==> src/rtl/mdu_pkg.sv <==
// Shared definitions for the multiply/divide unit: op encodings, sequencer
// states and the R-type funct codes decode uses to steer HI/LO traffic.
package mdu_pkg;

    typedef enum logic [1:0] {
        MDU_MULT  = 2'b00,
        MDU_MULTU = 2'b01,
        MDU_DIV   = 2'b10,
        MDU_DIVU  = 2'b11
    } mdu_op_e;

    typedef enum logic [1:0] {
        IDLE  = 2'b00,
        PREP  = 2'b01,
        CALC  = 2'b10,
        FIXUP = 2'b11
    } mdu_state_e;

    localparam logic [5:0] FN_MFHI  = 6'h10;
    localparam logic [5:0] FN_MTHI  = 6'h11;
    localparam logic [5:0] FN_MFLO  = 6'h12;
    localparam logic [5:0] FN_MTLO  = 6'h13;
    localparam logic [5:0] FN_MULT  = 6'h18;
    localparam logic [5:0] FN_MULTU = 6'h19;
    localparam logic [5:0] FN_DIV   = 6'h1a;
    localparam logic [5:0] FN_DIVU  = 6'h1b;

    function automatic logic op_is_div(input mdu_op_e op);
        return op[1];
    endfunction

    function automatic logic op_is_signed(input mdu_op_e op);
        return !op[0];
    endfunction

endpackage

==> src/rtl/mdu_step.sv <==
// One iteration of the unsigned datapath: shift-add for multiply, restoring
// shift-subtract for divide. acc holds {upper, lower} halves.
module mdu_step
    import mdu_pkg::*;
#(
    parameter int WIDTH = 32
) (
    input  logic [2*WIDTH-1:0] acc,
    input  logic [WIDTH-1:0]   operand,
    input  mdu_op_e            mode,
    output logic [2*WIDTH-1:0] acc_nx
);

    logic [WIDTH:0]   sum;
    logic [WIDTH:0]   top;
    logic [WIDTH-1:0] diff;
    logic             ge;

    always_comb begin
        // Multiply: conditionally add the multiplicand, then shift the carry in from the top.
        sum  = {1'b0, acc[2*WIDTH-1:WIDTH]} + (acc[0] ? {1'b0, operand} : {(WIDTH+1){1'b0}});
        // Divide: the partial remainder shifted left with the next dividend bit.
        top  = acc[2*WIDTH-1:WIDTH-1];
        ge   = (top >= {1'b0, operand});
        diff = top[WIDTH-1:0] - operand;
        if (op_is_div(mode)) begin
            if (ge) acc_nx = {diff, acc[WIDTH-2:0], 1'b1};
            else    acc_nx = {top[WIDTH-1:0], acc[WIDTH-2:0], 1'b0};
        end else begin
            acc_nx = {sum, acc[WIDTH-1:1]};
        end
    end

endmodule

==> src/rtl/mdu_ctrl.sv <==
// Multi-cycle multiply/divide sequencer owning HI/LO. Signed ops run on
// magnitudes and are sign-corrected in FIXUP; busy stalls the pipeline.
module mdu_ctrl
    import mdu_pkg::*;
#(
    parameter int WIDTH = 32,
    parameter int CNT_W = 6
) (
    input  logic             clk,
    input  logic             reset,
    input  logic             req_valid,
    input  logic [1:0]       req_op,
    input  logic [WIDTH-1:0] op_a,
    input  logic [WIDTH-1:0] op_b,
    input  logic             wr_hi,
    input  logic             wr_lo,
    input  logic [WIDTH-1:0] wr_data,
    input  logic             cancel,
    output logic             busy,
    output logic             done,
    output logic             div_zero,
    output logic [WIDTH-1:0] hi,
    output logic [WIDTH-1:0] lo
);

    mdu_state_e         state, state_nx;
    logic [CNT_W-1:0]   cnt;
    mdu_op_e            op_r;
    logic [WIDTH-1:0]   a_raw, b_raw, divisor;
    logic [2*WIDTH-1:0] acc, acc_nx;
    logic               neg_q, neg_r, zero_div;

    logic               is_div, is_signed, last_step;
    logic [WIDTH-1:0]   a_mag, b_mag, quo_fix, rem_fix;
    logic [2*WIDTH-1:0] prod_fix;

    assign is_div    = op_is_div(op_r);
    assign is_signed = op_is_signed(op_r);
    assign last_step = (cnt == CNT_W'(WIDTH-1));
    assign a_mag     = (is_signed && a_raw[WIDTH-1]) ? -a_raw : a_raw;
    assign b_mag     = (is_signed && b_raw[WIDTH-1]) ? -b_raw : b_raw;
    assign prod_fix  = neg_q ? -acc : acc;
    assign quo_fix   = neg_q ? -acc[WIDTH-1:0] : acc[WIDTH-1:0];
    assign rem_fix   = neg_r ? -acc[2*WIDTH-1:WIDTH] : acc[2*WIDTH-1:WIDTH];

    mdu_step #(.WIDTH(WIDTH)) u_step (
        .acc     (acc),
        .operand (divisor),
        .mode    (op_r),
        .acc_nx  (acc_nx)
    );

    always_ff @(posedge clk) begin
        if (!reset) state <= IDLE;
        else        state <= state_nx;
    end

    always_comb begin
        state_nx = state;
        case (state)
            IDLE:    if (req_valid && !cancel) state_nx = PREP;
            PREP:    state_nx = cancel ? IDLE : CALC;
            CALC:    if (cancel) state_nx = IDLE;
                     else if (last_step) state_nx = FIXUP;
            FIXUP:   state_nx = IDLE;
            default: state_nx = IDLE;
        endcase
    end

    always_comb begin
        busy = (state != IDLE);
    end

    always_ff @(posedge clk) begin
        if (!reset) begin
            cnt      <= '0;
            hi       <= '0;
            lo       <= '0;
            done     <= 1'b0;
            div_zero <= 1'b0;
            op_r     <= MDU_MULT;
            a_raw    <= '0;
            b_raw    <= '0;
            divisor  <= '0;
            acc      <= '0;
            neg_q    <= 1'b0;
            neg_r    <= 1'b0;
            zero_div <= 1'b0;
        end else begin
            done     <= 1'b0;
            div_zero <= 1'b0;
            case (state)
                IDLE: begin
                    if (wr_hi) hi <= wr_data;
                    if (wr_lo) lo <= wr_data;
                    // Latched every idle cycle; only the accepting edge matters.
                    op_r  <= mdu_op_e'(req_op);
                    a_raw <= op_a;
                    b_raw <= op_b;
                end
                PREP: begin
                    acc      <= {{WIDTH{1'b0}}, a_mag};
                    divisor  <= b_mag;
                    neg_q    <= is_signed && (a_raw[WIDTH-1] ^ b_raw[WIDTH-1]);
                    neg_r    <= is_signed && a_raw[WIDTH-1];
                    zero_div <= is_div && (b_raw == '0);
                    cnt      <= '0;
                end
                CALC: begin
                    acc <= acc_nx;
                    cnt <= cnt + CNT_W'(1);
                end
                FIXUP: begin
                    if (!cancel) begin
                        done     <= 1'b1;
                        div_zero <= zero_div;
                        if (zero_div) begin
                            lo <= '1;
                            hi <= a_raw;
                        end else if (is_div) begin
                            lo <= quo_fix;
                            hi <= rem_fix;
                        end else begin
                            {hi, lo} <= prod_fix;
                        end
                    end
                end
                default: ;
            endcase
        end
    end

endmodule

==> config.mk <==
export PLATFORM = sky130hd
export DESIGN_NAME = mdu_ctrl
export DESIGN_NICKNAME = d
export VERILOG_FILES = /design/src/rtl/mdu_pkg.sv /design/src/rtl/mdu_step.sv /design/src/rtl/mdu_ctrl.sv
export SDC_FILE = /design/constraint.sdc
export NUM_CORES = 1
export LEC_CHECK = 0
export CAP_MARGIN = 20
export CORE_MARGIN = 2
export CORE_UTILIZATION = 35
export CTS_BUF_LIST = sky130_fd_sc_hd__clkbuf_8
export DETAILED_ROUTE_END_ITERATION = 10
export GPL_TIMING_DRIVEN = 0
export SYNTH_ARGS = -nofsm -noshare
export SYNTH_HDL_FRONTEND = slang
export SYNTH_SLANG_ARGS = --single-unit
==> constraint.sdc <==
create_clock -name clk -period 3 [get_ports clk]
set_input_delay 0.3 -clock clk [delete_from_list [all_inputs] [get_ports clk]]
set_output_delay 0.3 -clock clk [all_outputs]
set_load 0.02 [all_outputs]
==> results of run 1 <==
==> area by class of cell <==
type	instances	area [sq um]
plain buffers	130	589
clock buffers	54	743
clock inverters	20	145
fillers	4764	25600
inverters	67	262
multi-input cells	1711	12700
flip-flops and latches	239	4890
well taps	615	769
repair buffers	239	2310
==> report_power, final <==
part           internal (mW)  total, mW  switching [mW]  leakage (nW)
Sequential              3.51       3.92           0.411          1.99
Combinational           2.04       4.81            2.78          6.60
Clock                   1.79       3.28            1.49         0.496
Total                   7.33       12.0            4.68          9.08
==> logic make-up after synthesis <==
kind of cell    count (synthesis)
compound gates                628
fa+ha+maj                      75
mux                           134
flops                         239
xor+xnor                      166
simple gates                  708
buf+inv                       218
==> metrics by stage <==
| stage | util (%) | instance area (sq um) |
|---|---|---|
| 2_1_floorplan | - | 17100 |
| 3_5_place_dp | 40.8 | 19500 |
| 5_1_grt | 46.7 | 22400 |
| 4_1_cts | 44.9 | 21500 |
| 3_3_place_gp | 40.8 | 19500 |
| 6_report | 46.7 | 22400 |
==> Yosys cell counts (all sizes together), types with 23 or more instances <==
cell type and instances:
dfxtp 239, nand2 197, a21oi 178, nor2 174, mux2i 131, nor2b 121, clkbuf 120, o21ai 115
xnor2 84, xor2 82, ha 73, inv 66, nor3 44, o211ai 42, a21boi 34, a211oi 33
buf 31, a21o 30, nand3 30, o211a 29, a31oi 27, o31ai 23, or3 23
==> state kept, by name, indices dropped and copies added, names as in the netlist <==
name	count
div_zero	1
a_raw	32
neg_r	1
b_raw	32
hi	32
acc	64
divisor	32
zero_div	1
done	1
state	2
cnt	6
op_r	2
lo	32
neg_q	1
==> per-layer routing <==
metal,vias to the layer above,global-route usage (%),routed length (microns)
li1,8338,-,-
met2,746,46.0,33100
met3,194,3.47,4470
met4,0,12.9,3780
met5,-,0,0
met1,8657,35.4,30900
==> timing repair <==
item	CTS	global route
gates resized for setup	215	159
buffers inserted	35	32
cloned	0	2
pin swaps	60	76
setup endpoints to repair	81	94
==> worst min-delay path by stage <==
stage | end | slack [ns]
3_5_place_dp | hi[2] | 0.44
4_1_cts | a_raw[4] | 0.32
5_1_grt | b_raw[13] | 0.34
2_1_floorplan | div_zero | 0.38
3_3_place_gp | hi[6] | 0.44
6_report | b_raw[7] | 0.34
==> critical path: cells and delay by family (launching register included) <==
| kind | cells | cell delay (ns) |
|---|---|---|
| XOR/XNOR | 1 | 0.21 |
| AO/OA/AOI/OAI | 3 | 0.47 |
| flip-flops | 1 | 0.35 |
| AND/OR/NAND/NOR | 5 | 1.80 |
| buffers and inverters | 1 | 0.16 |
==> layout by cell type (no fill, tap or decap), types with 13 or more instances in the layout <==
master	Yosys	routed
nor2_1	174	159
a21oi_1	177	161
xnor2_1	84	84
mux2i_1	131	130
a21boi_0	34	30
buf_4	0	59
ha_2	0	13
inv_1	66	62
nand2b_1	17	17
nor3_1	44	36
buf_1	24	23
xor2_1	82	79
ha_1	73	36
dfxtp_2	0	18
nor2b_1	121	117
or3_1	21	20
a211oi_1	33	29
a21o_1	30	30
o211ai_1	42	42
dfxtp_1	239	200
dfxtp_4	0	21
nand4_1	13	13
o221ai_1	22	21
o21ai_0	112	92
o211a_1	29	29
clkbuf_1	119	89
nand3_1	30	24
clkbuf_8	0	58
clkdlybuf4s50_1	0	169
o31ai_1	22	18
ha_4	0	24
nand2_1	197	192
a31oi_1	27	20
==> reports/results.ini, run 1 <==
[global_route]
track_usage_pct = 27.6
antenna_found_initial = 1
grt_max_degree = 12
grt_pass1_vias = 17373
overflow = 0
grt_pass1_wl_microns = 107000

[logic_synthesis]
synth_top_area_cell = dfxtp_1
ys_ff_latch = 239
synth_flop_cell = dfxtp_1
synth.distinct_cells = 81
synth_fa_ha_area_share_pct = 5.59
muxShareOfSynthArea_pct = 7.88
synth_top_family_by_area = compound AO/OA/AOI/OAI gates
synthSimpleGateAreaFrac_pct = 20.6
yosys_warnings = 0
synthCells = 2168
synth_edf_count = 0
synth_top_area_share_pct = 28.0
synthArstFlopShare_pct = 0
syn_area_sq_um = 17100
synth_compound_area_share_pct = 24.4
syn_nets = 2347
synth_seq_area_share_pct = 28.0
syn_area_per_cell_sq_um = 7.87
yosys.area_share.xor_xnor_pct = 8.52
synth_area_leaders = dfxtp_1, mux2i_1, ha_1

[timing]
fin_ws_ns = -0.105
fmax_ghz = 0.322
tightest_slew_ns = 0.966
slew_headroom_pct = 35.6
drv_slew = 0
finClkSkew_ns = 0.0333
hold_viol = 0
final-setup-viol-count = 4
timing.final.crit_share_pct = 103
post-route-min-period_ns = 3.10
rsz0062_at_grt = yes
whs_ns = 0.341
finalSetupTns_ns = -0.265

[floorplanning]
die_w_microns = 225
row_count = 80
start_util_pct = 35.6
fp.dieH_microns = 225
fp.dieArea_sq_um = 50500
core_area_sq_um = 47900
ios = 171

[critical_path]
startpoint = acc[15]
r2r_end = lo[29]
crit_path_max_incr_delay_ns = 0.51
crit_type = flip-flop to flip-flop
worst_path_max_delay_cell = or4_4
end_kind = flip-flop
rr_worst_depth = 10
critPathArrivalTime_ns = 3.58
reg2reg_slack_ns = -0.10
r2r-start = acc[15]
worstPathCellList = or4_4, or3_4, buf_12, or3_4, or4_4, o41ai_4, xor2_1, a21oi_2, a21oi_1, nor2b_1
critPathCapture = lo[29]
cp.required_ns = 3.47
start_kind = flip-flop
crit_fanout = 4

[placement]
dp.cells = 2953
io_buffers = 169
dpl_worst_slack_ns = -1.14
place_congestion = 1.01
dpl.hpwl_microns = 55400

[cells_and_area]
diodes = 0
stdcell_count = 3075
syn2layout_area_growth_pct = 31.1
num-nets-final = 2610
layout-drive-gt1-share_pct = 16.1

[cts]
root_buffer = clkbuf_8
cts_hold_buf = 0
clock_path_buffers = 3
cts_made_buffers = 43
cts_tree = yes
clk_latency_ns = 0.60
cts.clk_slew.worst_paths_ns = 0.06
htreeDepth = 2
cts.sink_count = 239

[power]
power_density_nw_per_um2 = 537
total_power_mw = 12.0
p_leak_nw = 9.08
peakVddDrop_v = 0.000330

[route]
first_iter_violations = 1632
vias_per_cell = 5.83
dr_total_vias = 17935
avgRoutedWirePerCell_microns = 23.5
firstDrtPassIters = 5
postRouteAntennaNets = 0
route.detailed.drc = 0
wl_microns = 72200

[outcome]
violations = setup timing
outcome = finished with violations

[min_path]
min_path_type = primary input to flip-flop
holdPathStages = 3
worstHoldStart = op_b[7]

[job]
drv_cap = 0

(Power assumes the default switching activity.)
==> inputs of run 2 (changes only) <==
- ABC_AREA: default -> 0
==> results of run 2 <==
The final DEF is identical to that of run 1; final timing and power are the same.
